### src/rtl/leg_io_responder.sv
// leg_io_responder: host-side responder for the LEG core architectural I/O port.
// Byte input/output FIFOs with sticky error flags and transfer counters.
module leg_io_responder #(
  parameter int UUID      = 0,
  parameter int IN_DEPTH  = 4,
  parameter int OUT_DEPTH = 4
) (
  input  logic                         clk,
  input  logic                         rst,
  input  logic                         arch_input_enable,
  output logic [7:0]                   arch_input_value,
  input  logic                         arch_output_enable,
  input  logic [7:0]                   arch_output_value,
  input  logic                         in_valid,
  input  logic [7:0]                   in_data,
  output logic                         in_ready,
  output logic                         out_valid,
  output logic [7:0]                   out_data,
  input  logic                         out_ready,
  output logic [$clog2(IN_DEPTH):0]    in_level,
  output logic [$clog2(OUT_DEPTH):0]   out_level,
  output logic                         underflow,
  output logic                         overflow,
  input  logic                         err_clr,
  output logic [7:0]                   rd_count,
  output logic [7:0]                   wr_count
);

  localparam int IAW = $clog2(IN_DEPTH);
  localparam int OAW = $clog2(OUT_DEPTH);
  localparam int ILW = IAW + 1;
  localparam int OLW = OAW + 1;
  localparam logic [IAW:0] IN_FULL  = IN_DEPTH[IAW:0];
  localparam logic [OAW:0] OUT_FULL = OUT_DEPTH[OAW:0];

  // UUID only tags the instance
  if (UUID < 0) begin : g_uuid
  end

  logic [7:0]     in_mem  [IN_DEPTH];
  logic [7:0]     out_mem [OUT_DEPTH];
  logic [IAW-1:0] in_wp;
  logic [IAW-1:0] in_rp;
  logic [OAW-1:0] out_wp;
  logic [OAW-1:0] out_rp;

  logic in_empty;
  logic out_full;
  logic in_push;
  logic in_pop;
  logic out_push;
  logic out_pop;
  logic uf_set;
  logic of_set;

  assign in_empty  = (in_level == '0);
  assign out_full  = (out_level == OUT_FULL);
  assign in_ready  = (in_level != IN_FULL);
  assign out_valid = (out_level != '0);

  assign in_push  = in_valid & in_ready;
  assign in_pop   = arch_input_enable & ~in_empty;
  assign out_push = arch_output_enable & ~out_full;
  assign out_pop  = out_valid & out_ready;
  assign uf_set   = arch_input_enable & in_empty;
  assign of_set   = arch_output_enable & out_full;

  assign arch_input_value = in_empty ? 8'h00 : in_mem[in_rp];
  assign out_data         = out_valid ? out_mem[out_rp] : 8'h00;

  // contents need no reset: reads are gated by the levels
  always_ff @(posedge clk) begin
    if (in_push) begin
      in_mem[in_wp] <= in_data;
    end
    if (out_push) begin
      out_mem[out_wp] <= arch_output_value;
    end
  end

  always_ff @(posedge clk or negedge rst) begin
    if (!rst) begin
      in_wp    <= '0;
      in_rp    <= '0;
      in_level <= '0;
      rd_count <= '0;
    end else begin
      if (in_push) begin
        in_wp <= in_wp + IAW'(1);
      end
      if (in_pop) begin
        in_rp    <= in_rp + IAW'(1);
        rd_count <= rd_count + 8'd1;
      end
      in_level <= in_level + ILW'(in_push) - ILW'(in_pop);
    end
  end

  always_ff @(posedge clk or negedge rst) begin
    if (!rst) begin
      out_wp    <= '0;
      out_rp    <= '0;
      out_level <= '0;
      wr_count  <= '0;
    end else begin
      if (out_push) begin
        out_wp   <= out_wp + OAW'(1);
        wr_count <= wr_count + 8'd1;
      end
      if (out_pop) begin
        out_rp <= out_rp + OAW'(1);
      end
      out_level <= out_level + OLW'(out_push) - OLW'(out_pop);
    end
  end

  always_ff @(posedge clk or negedge rst) begin
    if (!rst) begin
      underflow <= 1'b0;
      overflow  <= 1'b0;
    end else begin
      if (uf_set) begin
        underflow <= 1'b1;
      end else if (err_clr) begin
        underflow <= 1'b0;
      end
      if (of_set) begin
        overflow <= 1'b1;
      end else if (err_clr) begin
        overflow <= 1'b0;
      end
    end
  end

endmodule
### config.mk
export PLATFORM = sky130hd
export DESIGN_NAME = leg_io_responder
export DESIGN_NICKNAME = d
export VERILOG_FILES = /design/src/rtl/leg_io_responder.sv
export SDC_FILE = /design/constraint.sdc
export NUM_CORES = 1
export LEC_CHECK = 0
export CORE_UTILIZATION = 48
export DETAILED_ROUTE_END_ITERATION = 6
export PLACE_DENSITY = 0.76
export REMOVE_ABC_BUFFERS = 1
export SLEW_MARGIN = 15
export SYNTH_ARGS = -nofsm -noshare
export SYNTH_HDL_FRONTEND = slang
export SYNTH_SLANG_ARGS = --single-unit
### constraint.sdc
create_clock -name clk -period 2.1 [get_ports clk]
set_input_delay 0.21 -clock clk [delete_from_list [all_inputs] [get_ports clk]]
set_output_delay 0.21 -clock clk [all_outputs]
set_load 0.1 [all_outputs]
==> metrics.yaml <==
final_net_count: 364
finClkSkew_ns: 0.0121
start_util_pct: 50.7
die_h_um: 93.2
postLayoutCellArea_sq_um: 5250
setup_ws_ns: 0.0544
port_buffers: 64
slowest_stage: "dfrtp_1"
routed_via_density: 5.02
grt_pass1_vias: 2262
synth_top_area_cell: "edfxtp_1"
post-place-ws_ns: -0.0396
finalCoreUtilization_pct: 66.5
crit_required_ns: 2.34
drv_cap: 0
routed_wl_um: 6620
slowest_delay_ns: 0.41
clock.fmax_ghz: 0.489
dr.pass1.iters: 4
ys_seq_elements: 96
worst-setup-path-type: "flop to flop"
cp.depth: 9
clk_latency_ns: 0.35
io_pins: 65
drive_gt1_share_pct: 34.5
syn_area_sq_um: 4000
synth.top_cells.by_area: "edfxtp_1, dfrtp_1, mux4_2, ha_1, xnor2_1"
grt_start_max_net_pins: 33
met2_usage_pct: 29.0
cp_num_buf_inv: 2
crit_family: "adder cells"
die_area_sq_um: 8690
cts.clk_slew.worst_paths_ns: 0.09
synthDistinctLibCells: 31
grt_usage_pct: 17.3
fp.dieW_um: 93.2
period_minus_slack_ns: 2.05
status: "finished clean"
rows: 32
area_growth_pct: 31.3
clockBufferDepth: 2
maxSlewViolCount: 0
ctsRootBufferMaster: "clkbuf_8"
dpl_cell_area_sq_um: 4990
ys_seq_area_share_pct: 68.1
r2r-start: "in_level[1]"
ys.flop_type: "edfxtp_1"
grt_overflow: 0
cts.hold.buffers_added: 0
synth.avg_cell_area_sq_um: 16.9
hpwl_um: 4590
antenna_found_initial: 0
crit_arrival_ns: 2.29
vias: 2168
max_slew_margin_pct: 73.1
clkSinkCount: 96
finalHoldViolCount: 0
crit_fanout: 3
busiest_layer: "met2"
hold_path_class: "input port to async pin"
cp-end-kind: "flop"
grt_pass1_wl_um: 11000
synth.most_common_cell: "edfxtp_1"
crit_top_cell: "inv_1"
synth_edf_count: 64
detail-route-antenna-nets: 0
synth_top_area_share_pct: 48.1
crit_chain: "or3b_4, and2_4, inv_1, ha_1, inv_1, ha_2, fa_2, xnor2_2, xnor2_1"
whs_ns: 0.244
grt_setup_unrepaired: "true"
synth_warnings: 0
cts_made_buffers: 9
timing.rr.end: "in_level[2]"
cts.htree.levels: 3
ff2ff_path_depth: 9
drt_first_iter_violations: 65
drc: 0
startpoint_type: "flop"
coreArea_sq_um: 7890
n_antenna_cell: 0
crit_start: "in_level[1]"
ff2ff_setup_slack_ns: 0.05
worstMarginPinSlew_ns: 0.404
async_flop_share_pct: 33.3
setup_viol: 0
grtUsageMet3_pct: 5.12
wl_per_cell_um: 15.3
postSynthCellCount: 236
synth_commonest_cells: "edfxtp_1, dfrtp_1, mux4_2"
cts_tree: "built"
crit_end: "in_level[2]"
gp_congestion: 0.799
finalCritPeriodShare_pct: 97.4
grtUsageMet1_pct: 21.3
==> metal layers <==
metal  vias up  wire (um)
met5         -          0
li1       1033          -
met1      1084       2850
met2        45       3490
met3         6        227
met4         0         57
==> what timing repair did <==
item	4_1_cts	5_1_grt
pin swaps	5	5
setup buffers	0	1
gates resized for setup	3	5
endpoints found under the setup margin	1	10
==> worst reg2reg max path, stage by stage, from the launching register on <==
cell	delay, ns
dfrtp_1	0.41
or3b_4	0.41
and2_4	0.15
inv_1	0.05
ha_1	0.11
inv_1	0.04
ha_2	0.16
fa_2	0.35
xnor2_2	0.14
xnor2_1	0.12
==> cells by family after synthesis <==
family / share of synthesized area [%]
AO/OA/AOI/OAI: 0.564
XOR/XNOR: 5.48
adder cells (fa/ha/maj): 5.07
buffers and inverters: 1.78
flip-flops: 68.1
multiplexers: 9.96
AND/OR/NAND/NOR: 8.99
==> flip-flops by register name, indices dropped and copies added, names as in the netlist <==
register	flops
in_level	3
in_mem	32
in_rp	2
in_wp	2
out_level	3
out_mem	32
out_rp	2
out_wp	2
overflow	1
rd_count	8
underflow	1
wr_count	8
==> cell usage in the layout (no fill, tap or decap), drive strengths merged, types with 9 or more instances in the layout <==
cell,n
edfxtp,64
buf,63
dfrtp,32
clkdlybuf4s50,22
mux4,16
xnor2,15
inv,14
and2,13
ha,13
nand2,12
xor2,10
nor2b,9
clkbuf,9
==> how the worst min path moves through the flow <==
stage	depth (start not counted)	start	slack, ns	to
4_1_cts	2	rst	0.25	rd_count[6]
5_1_grt	2	rst	0.26	wr_count[5]
6_report	2	rst	0.24	wr_count[5]
2_1_floorplan	0	rst	-0.09	in_level[0]
3_5_place_dp	1	wr_count[7]	0.46	wr_count[7]
3_3_place_gp	1	wr_count[7]	0.46	wr_count[7]
==> final cells by class <==
| cell class | count | area, sq um |
|---|---|---|
| clock buffers | 9 | 124 |
| repair buffers | 85 | 906 |
| fillers | 545 | 2640 |
| flip-flops and latches | 96 | 2730 |
| multi-input cells | 122 | 1230 |
| clock inverters | 6 | 90.1 |
| inverters | 12 | 45.0 |
| well taps | 102 | 128 |
==> metrics by stage <==
step                      instances  TNS, ns
after global routing            432  -0.0139
after CTS                       431        0
after floorplan                 230   -25.80
after detailed placement        416  -0.0396
after global placement          416        0
final                           432        0
Power is left out: the tool's default activity adds up to more than one toggle a clock period on the data nets, which glitch-free logic cannot reach.
